===== src/rtl/fb_access_ctrl_if.sv =====
// Command/response bundle between the SPI command decoder (master) and the
// framebuffer/palette access sequencer (slave).
interface fb_access_ctrl_if;
  // A command transfers on a clk edge where cmd_valid && cmd_ready. cmd_* hold
  // their values while cmd_valid is high. rsp_valid and done are one-cycle
  // strobes with no backpressure; the master must take them when they occur.
  logic        cmd_valid;
  logic        cmd_ready;
  logic [2:0]  cmd_op;
  logic [8:0]  cmd_x;
  logic [7:0]  cmd_y;
  logic [8:0]  cmd_w;
  logic [7:0]  cmd_h;
  logic [23:0] cmd_data;
  logic        cmd_sync;
  logic        rsp_valid;
  logic [23:0] rsp_data;
  logic        done;

  modport master (
    output cmd_valid, cmd_op, cmd_x, cmd_y, cmd_w, cmd_h, cmd_data, cmd_sync,
    input  cmd_ready, rsp_valid, rsp_data, done
  );

  modport slave (
    input  cmd_valid, cmd_op, cmd_x, cmd_y, cmd_w, cmd_h, cmd_data, cmd_sync,
    output cmd_ready, rsp_valid, rsp_data, done
  );
endinterface


===== src/rtl/fb_access_ctrl.sv =====
// Sequencer for the SPI-side framebuffer and palette RAM ports: pixel/palette
// reads and writes plus clipped rectangle fills, optionally deferred to vblank.
module fb_access_ctrl #(
  parameter int FRAME_WIDTH  = 320,
  parameter int FRAME_HEIGHT = 240,
  parameter int ADDR_W       = 17
) (
  input  logic              clk,
  input  logic              reset,
  fb_access_ctrl_if.slave   bus,
  input  logic              vblank,
  output logic [ADDR_W-1:0] rgb_addr,
  output logic [7:0]        rgb_wdata,
  output logic              wren_rgb,
  input  logic [7:0]        rgb_rdata,
  output logic [7:0]        pal_addr,
  output logic [23:0]       pal_wdata,
  output logic              wren_pal,
  input  logic [23:0]       pal_rdata,
  output logic [2:0]        state_dbg
);
  typedef enum logic [2:0] {IDLE, RD_WAIT, RD_CAP, WAIT_VB, FILL} state_e;

  localparam logic [2:0] OP_WR_PIX = 3'd0;
  localparam logic [2:0] OP_RD_PIX = 3'd1;
  localparam logic [2:0] OP_FILL   = 3'd2;
  localparam logic [2:0] OP_WR_PAL = 3'd3;
  localparam logic [2:0] OP_RD_PAL = 3'd4;

  state_e state, state_n;
  logic [ADDR_W-1:0] rgb_addr_n, row_base, row_base_n;
  logic [7:0]  rgb_wdata_n, pal_addr_n, fill_h, fill_h_n, row, row_n;
  logic [23:0] pal_wdata_n, rsp_data_q, rsp_data_n;
  logic [8:0]  fill_w, fill_w_n, col, col_n;
  logic        wren_rgb_n, wren_pal_n, rsp_valid_q, rsp_valid_n, done_q, done_n;
  logic        rd_pal, rd_pal_n, rd_oor, rd_oor_n, fill_end, fill_end_n, vb_q;

  // Decode of the presented command; only meaningful while in IDLE.
  logic              x_ok, y_ok;
  logic [8:0]        w_room, w_eff;
  logic [7:0]        h_room, h_eff;
  logic [ADDR_W-1:0] pix_addr;

  assign x_ok     = bus.cmd_x < 9'(FRAME_WIDTH);
  assign y_ok     = bus.cmd_y < 8'(FRAME_HEIGHT);
  assign w_room   = 9'(FRAME_WIDTH) - bus.cmd_x;
  assign h_room   = 8'(FRAME_HEIGHT) - bus.cmd_y;
  assign w_eff    = (bus.cmd_w < w_room) ? bus.cmd_w : w_room;
  assign h_eff    = (bus.cmd_h < h_room) ? bus.cmd_h : h_room;
  assign pix_addr = ADDR_W'(bus.cmd_y) * ADDR_W'(FRAME_WIDTH) + ADDR_W'(bus.cmd_x);

  assign bus.cmd_ready = (state == IDLE);
  assign bus.rsp_valid = rsp_valid_q;
  assign bus.rsp_data  = rsp_data_q;
  assign bus.done      = done_q;
  assign state_dbg     = state;

  always_ff @(posedge clk) begin
    if (reset) begin
      state     <= IDLE;
      rgb_addr  <= '0;
      rgb_wdata <= '0;
      wren_rgb  <= 1'b0;
      pal_addr  <= '0;
      pal_wdata <= '0;
      wren_pal  <= 1'b0;
      rsp_valid_q <= 1'b0;
      rsp_data_q  <= '0;
      done_q    <= 1'b0;
      rd_pal    <= 1'b0;
      rd_oor    <= 1'b0;
      fill_w    <= '0;
      fill_h    <= '0;
      col       <= '0;
      row       <= '0;
      row_base  <= '0;
      fill_end  <= 1'b0;
      vb_q      <= 1'b0;
    end else begin
      state     <= state_n;
      rgb_addr  <= rgb_addr_n;
      rgb_wdata <= rgb_wdata_n;
      wren_rgb  <= wren_rgb_n;
      pal_addr  <= pal_addr_n;
      pal_wdata <= pal_wdata_n;
      wren_pal  <= wren_pal_n;
      rsp_valid_q <= rsp_valid_n;
      rsp_data_q  <= rsp_data_n;
      done_q    <= done_n;
      rd_pal    <= rd_pal_n;
      rd_oor    <= rd_oor_n;
      fill_w    <= fill_w_n;
      fill_h    <= fill_h_n;
      col       <= col_n;
      row       <= row_n;
      row_base  <= row_base_n;
      fill_end  <= fill_end_n;
      vb_q      <= vblank;
    end
  end

  always_comb begin
    state_n     = state;
    rgb_addr_n  = rgb_addr;
    rgb_wdata_n = rgb_wdata;
    wren_rgb_n  = 1'b0;
    pal_addr_n  = pal_addr;
    pal_wdata_n = pal_wdata;
    wren_pal_n  = 1'b0;
    rsp_valid_n = 1'b0;
    rsp_data_n  = rsp_data_q;
    done_n      = 1'b0;
    rd_pal_n    = rd_pal;
    rd_oor_n    = rd_oor;
    fill_w_n    = fill_w;
    fill_h_n    = fill_h;
    col_n       = col;
    row_n       = row;
    row_base_n  = row_base;
    fill_end_n  = fill_end;
    case (state)
      IDLE: if (bus.cmd_valid) begin
        case (bus.cmd_op)
          OP_WR_PIX: if (x_ok && y_ok) begin
            rgb_addr_n  = pix_addr;
            rgb_wdata_n = bus.cmd_data[7:0];
            wren_rgb_n  = 1'b1;
          end
          OP_RD_PIX: begin
            if (x_ok && y_ok) rgb_addr_n = pix_addr;
            rd_oor_n = !(x_ok && y_ok);
            rd_pal_n = 1'b0;
            state_n  = RD_WAIT;
          end
          OP_WR_PAL: begin
            pal_addr_n  = bus.cmd_x[7:0];
            pal_wdata_n = bus.cmd_data;
            wren_pal_n  = 1'b1;
          end
          OP_RD_PAL: begin
            pal_addr_n = bus.cmd_x[7:0];
            rd_pal_n   = 1'b1;
            state_n    = RD_WAIT;
          end
          OP_FILL: begin
            if (!x_ok || !y_ok || w_eff == 9'd0 || h_eff == 8'd0) begin
              done_n = 1'b1;
            end else begin
              fill_w_n    = w_eff;
              fill_h_n    = h_eff;
              col_n       = '0;
              row_n       = '0;
              row_base_n  = pix_addr;
              fill_end_n  = 1'b0;
              rgb_wdata_n = bus.cmd_data[7:0];
              state_n     = bus.cmd_sync ? WAIT_VB : FILL;
            end
          end
          default: ;
        endcase
      end
      RD_WAIT: state_n = RD_CAP;
      RD_CAP: begin
        rsp_valid_n = 1'b1;
        rsp_data_n  = rd_pal ? pal_rdata : (rd_oor ? 24'h0 : {16'h0, rgb_rdata});
        state_n     = IDLE;
      end
      WAIT_VB: if (vblank && !vb_q) state_n = FILL;
      FILL: begin
        // Row base advances by one line per row so the loop needs only adders.
        if (fill_end) begin
          done_n  = 1'b1;
          state_n = IDLE;
        end else begin
          wren_rgb_n = 1'b1;
          rgb_addr_n = row_base + ADDR_W'(col);
          if (col == fill_w - 9'd1) begin
            col_n      = '0;
            row_n      = row + 8'd1;
            row_base_n = row_base + ADDR_W'(FRAME_WIDTH);
            if (row == fill_h - 8'd1) fill_end_n = 1'b1;
          end else begin
            col_n = col + 9'd1;
          end
        end
      end
      default: state_n = IDLE;
    endcase
  end
endmodule


===== src/flat_wrapper.sv =====
// flat-port wrapper written by rule: the top's interface ports become plain ports
module fb_access_ctrl_flat 
#(
  parameter int FRAME_WIDTH  = 320,
  parameter int FRAME_HEIGHT = 240,
  parameter int ADDR_W       = 17
)
  (clk, reset, vblank, rgb_addr, rgb_wdata, wren_rgb, rgb_rdata, pal_addr, pal_wdata, wren_pal, pal_rdata, state_dbg, bus_cmd_valid, bus_cmd_op, bus_cmd_x, bus_cmd_y, bus_cmd_w, bus_cmd_h, bus_cmd_data, bus_cmd_sync, bus_cmd_ready, bus_rsp_valid, bus_rsp_data, bus_done);
  fb_access_ctrl_if bus_i ();
  input  logic clk;
  input  logic reset;
  input  logic vblank;
  output logic [ADDR_W-1:0] rgb_addr;
  output logic [7:0] rgb_wdata;
  output logic wren_rgb;
  input  logic [7:0] rgb_rdata;
  output logic [7:0] pal_addr;
  output logic [23:0] pal_wdata;
  output logic wren_pal;
  input  logic [23:0] pal_rdata;
  output logic [2:0] state_dbg;
  input wire logic [$bits(bus_i.cmd_valid)-1:0] bus_cmd_valid;
  input wire logic [$bits(bus_i.cmd_op)-1:0] bus_cmd_op;
  input wire logic [$bits(bus_i.cmd_x)-1:0] bus_cmd_x;
  input wire logic [$bits(bus_i.cmd_y)-1:0] bus_cmd_y;
  input wire logic [$bits(bus_i.cmd_w)-1:0] bus_cmd_w;
  input wire logic [$bits(bus_i.cmd_h)-1:0] bus_cmd_h;
  input wire logic [$bits(bus_i.cmd_data)-1:0] bus_cmd_data;
  input wire logic [$bits(bus_i.cmd_sync)-1:0] bus_cmd_sync;
  output wire logic [$bits(bus_i.cmd_ready)-1:0] bus_cmd_ready;
  output wire logic [$bits(bus_i.rsp_valid)-1:0] bus_rsp_valid;
  output wire logic [$bits(bus_i.rsp_data)-1:0] bus_rsp_data;
  output wire logic [$bits(bus_i.done)-1:0] bus_done;
  assign bus_i.cmd_valid = bus_cmd_valid;
  assign bus_i.cmd_op = bus_cmd_op;
  assign bus_i.cmd_x = bus_cmd_x;
  assign bus_i.cmd_y = bus_cmd_y;
  assign bus_i.cmd_w = bus_cmd_w;
  assign bus_i.cmd_h = bus_cmd_h;
  assign bus_i.cmd_data = bus_cmd_data;
  assign bus_i.cmd_sync = bus_cmd_sync;
  assign bus_cmd_ready = bus_i.cmd_ready;
  assign bus_rsp_valid = bus_i.rsp_valid;
  assign bus_rsp_data = bus_i.rsp_data;
  assign bus_done = bus_i.done;
  fb_access_ctrl #(.FRAME_WIDTH(FRAME_WIDTH), .FRAME_HEIGHT(FRAME_HEIGHT), .ADDR_W(ADDR_W)) u_core (.clk(clk), .reset(reset), .bus(bus_i), .vblank(vblank), .rgb_addr(rgb_addr), .rgb_wdata(rgb_wdata), .wren_rgb(wren_rgb), .rgb_rdata(rgb_rdata), .pal_addr(pal_addr), .pal_wdata(pal_wdata), .wren_pal(wren_pal), .pal_rdata(pal_rdata), .state_dbg(state_dbg));
endmodule

===== config.mk =====
export PLATFORM = sky130hd
export DESIGN_NAME = fb_access_ctrl_flat
export DESIGN_NICKNAME = d
export VERILOG_FILES = /design/src/rtl/fb_access_ctrl_if.sv /design/src/rtl/fb_access_ctrl.sv /design/src/flat_wrapper.sv
export SDC_FILE = /design/constraint.sdc
export NUM_CORES = 1
export LEC_CHECK = 0
export ABC_AREA = 1
export BUFFER_PORTS_ARGS = -buffer_cell sky130_fd_sc_hd__buf_2
export CORE_UTILIZATION = 60
export CTS_CLUSTER_DIAMETER = 50
export DETAILED_ROUTE_END_ITERATION = 6
export GPL_ROUTABILITY_DRIVEN = 0
export PLACE_DENSITY = 0.95
export SYNTH_ARGS = -nofsm -noshare
export SYNTH_HDL_FRONTEND = slang
export SYNTH_SLANG_ARGS = --single-unit

===== constraint.sdc =====
create_clock -name clk -period 6.1 [get_ports clk]
set_input_delay 0.915 -clock clk [delete_from_list [all_inputs] [get_ports clk]]
set_output_delay 0.915 -clock clk [all_outputs]
set_load 0.03 [all_outputs]

==> results.json <==
{
  "hold_path_end": "u_core.bus.rsp_data[20]$_SDFFE_PP0P_",
  "vias": 9521,
  "clock-root-buffer": "clkbuf_16",
  "cp-end-kind": "register",
  "slew-limit-headroom_pct": 17.16,
  "yosys.area.top_type": "dfxtp_1",
  "async_reset_ff_share_pct": 0,
  "cts_hold_buffers": 0,
  "insertion_delay_ns": 0.43,
  "cellPowerDensity_nw_per_um2": 354.9,
  "hold_class": "reg2reg",
  "worstPathArrival_ns": 4.34,
  "layout_common_cells": "nand2_1, nor2_1, buf_2, dfxtp_1, inv_1",
  "fin_skew_ns": 0.007693,
  "cts.clk_slew.worst_paths_ns": 0.06,
  "layout_commonest_cell": "nand2_1",
  "post_drt_wl_per_cell_um": 14.91,
  "layout-drive-gt1-share_pct": 18.68,
  "postCtsSetupRepairBufs": 0,
  "routed_wl_um": 25100,
  "syn_area_per_cell_um2": 6.724,
  "cts_sinks": 143,
  "route.detailed.drc": 0,
  "vias_per_cell": 5.657,
  "path_class": "in2reg",
  "rsz0062_at_grt": "no",
  "htree_levels": 4,
  "synth_edf_count": 0,
  "postSynthCellCount": 1322,
  "dp_hpwl_um": 18240,
  "grt_max_degree": 83,
  "drv_slew": 0,
  "fin_util_pct": 72.31,
  "ant_nets": 0,
  "num_antenna_cells": 0,
  "first_pass_iters": 7,
  "worstSetupStartpointType": "input pin",
  "setup_viol": 0,
  "critPathMaxFanout": 26,
  "reg2reg_depth": 12,
  "hold_viol": 0,
  "numCtsBuffers": 17,
  "core-area_um2": 14480,
  "cp.required_ns": 6.47,
  "start_util_pct": 61.40,
  "track_usage_pct": 32.80,
  "synth.area.top_cells": "dfxtp_1, nand2_1, nor2_1",
  "die_y_um": 123.7,
  "hold_start": "u_core.bus.rsp_data[20]$_SDFFE_PP0P_",
  "grt_pass1_wl_um": 39760,
  "dieArea_um2": 15310,
  "fmax_mhz": 251.6,
  "grt-ovfl-total": 0,
  "io_pins": 187,
  "drt_iter0_markers": 931,
  "rrSetupSlack_ns": 2.90,
  "fin_cells": 1683,
  "antenna_found_initial": 0,
  "nNetsFinal": 1634,
  "placedCellCount": 1652,
  "finalCritPeriodShare_pct": 65.17,
  "fin_tns_setup_ns": 0,
  "port_buffers": 186,
  "ir_drop_mv": 0.2117,
  "yosysSeqAreaShare_pct": 32.20,
  "hold_path_depth": 2,
  "synth-main-ff-cell": "dfxtp_1",
  "cts_resized": 0,
  "drv_cap": 0,
  "synthToLayoutAreaGrowth_pct": 17.78,
  "status": "finished, final reports clean",
  "std_cell_rows": 44,
  "power.leakage_nw": 5.214,
  "synth_top_area_share_pct": 32.20,
  "regToRegEndpoint": "u_core.rgb_addr[11]$_SDFFE_PP0P_",
  "grt_pass1_vias": 8906,
  "ys_warn_count": 0,
  "fp.dieW_um": 123.7,
  "cts_buffer_depth": 2,
  "fin_crit_ns": 3.975,
  "yosys_register_bits": 143,
  "synth_nets": 1469,
  "synthesis.area_um2": 8890,
  "yosysUniqueCellTypes": 50,
  "worst-slew-pin-transition_ns": 1.243,
  "cts_tree": "yes",
  "r2r_start": "u_core.state_dbg[2]$_SDFFE_PP0P_",
  "fin_hold_ws_ns": 0.4603
}
## power by group
| part | total (W) | internal, W | switching, W | leakage, nW |
|---|---|---|---|---|
| sequential | 0.00125 | 0.00110 | 0.000146 | 1.16 |
| clock | 0.00103 | 0.000615 | 0.000416 | 0.271 |
| combinational | 0.00144 | 0.000454 | 0.000981 | 3.78 |
## metal layers
metal  wire [um]  global-route usage [%]  up-vias
li1            -                       -     4634
met1        9906                   38.29     4294
met2       12080                   55.38      518
met3        2483                   10.71       75
met4         624                   12.80        0
met5           0                       0        -
## sequential cells by signal, indices dropped and copies added (netlist names), 3 cells and up
| name | cells |
|---|---|
| u_core.rgb_wdata | 8 |
| u_core.pal_wdata | 24 |
| u_core.pal_addr | 8 |
| u_core.fill_h | 8 |
| u_core.col | 9 |
| u_core.state_dbg | 3 |
| u_core.fill_w | 9 |
| u_core.bus.rsp_data | 24 |
| u_core.rgb_addr | 17 |
| u_core.row | 8 |
| u_core.row_base | 17 |
## stage by stage
step                      instance area, um2  setup slack, ns  power, W
after floorplan                         8890            2.497  0.002318
after global placement                  9891            1.939  0.002599
after detailed placement                9891            1.752  0.002653
after CTS                              10470            2.171  0.003690
after global routing                   10470            1.854  0.003943
final                                  10470            2.125  0.003715
## cell families after synthesis
kind of cell | count (synthesis) | synth area share [%]
compound gates | 239 | 14.45
xor+xnor | 48 | 4.729
fa+ha+maj | 49 | 7.150
buf+inv | 205 | 9.120
flops | 143 | 32.20
mux | 1 | 0.1126
simple gates | 637 | 32.23
## final cells by class
| class | count | area [um2] |
|---|---|---|
| clock buffers | 20 | 446.7 |
| clock inverters | 11 | 132.6 |
| fillers | 1073 | 4009 |
| inverters | 160 | 608.1 |
| multi-input cells | 974 | 5221 |
| flip-flops and latches | 143 | 2863 |
| well taps | 184 | 230.2 |
| repair buffers | 191 | 968.4 |
## worst max-delay path by stage
stage | startpoint | end | cells after the start
after floorplan | bus_cmd_x[0] | u_core.row[6]$_SDFFE_PP0P_ | 26
after global placement | bus_cmd_x[0] | u_core.row[7]$_SDFFE_PP0P_ | 26
after detailed placement | bus_cmd_x[0] | u_core.row_base[9]$_SDFFE_PP0P_ | 25
after CTS | bus_cmd_x[0] | u_core.row_base[6]$_SDFFE_PP0P_ | 26
after global routing | bus_cmd_x[0] | u_core.row_base[13]$_SDFFE_PP0P_ | 26
final | bus_cmd_x[0] | u_core.row[6]$_SDFFE_PP0P_ | 26
## critical path, cell delays in order
cell and delay [ns]:
buf_2 0.14, inv_1 0.12, ha_1 0.22, nand2_1 0.07, nor2_1 0.16, nand3_1 0.13, nand2_1 0.08, nand2_1 0.05
nand2_1 0.07, inv_1 0.05, ha_1 0.29, nand2_1 0.12, inv_2 0.06, a21oi_4 0.27, nand3_4 0.17, nand2_1 0.10
nand2_1 0.07, nand2_1 0.07, nor2_1 0.04, nand3_2 0.11, nand3_4 0.12, nand2_4 0.22, nand3_4 0.33, nand2_1 0.17
nand2_1 0.06, nor2_1 0.11
## synthesized netlist by cell type (2+ instances only)
| master | instances |
|---|---|
| a21oi_1 | 107 |
| a21oi_4 | 2 |
| a22oi_1 | 8 |
| a31oi_1 | 5 |
| buf_1 | 3 |
| buf_2 | 12 |
| buf_6 | 2 |
| clkbuf_1 | 27 |
| clkinv_1 | 2 |
| dfxtp_1 | 143 |
| fa_1 | 3 |
| ha_1 | 46 |
| inv_1 | 140 |
| inv_2 | 16 |
| nand2_1 | 254 |
| nand2_2 | 9 |
| nand2_4 | 2 |
| nand3_1 | 64 |
| nand3_4 | 5 |
| nand3b_1 | 10 |
| nand4_1 | 35 |
| nand4_2 | 2 |
| nor2_1 | 211 |
| nor2_2 | 7 |
| nor3_1 | 23 |
| nor3_4 | 2 |
| nor4_1 | 2 |
| o211ai_1 | 5 |
| o21a_1 | 2 |
| o21ai_0 | 102 |
| o22ai_1 | 2 |
| or2_2 | 5 |
| xnor2_1 | 12 |
| xor2_1 | 36 |
No activity file was read; power rests on OpenSTA's default activity.
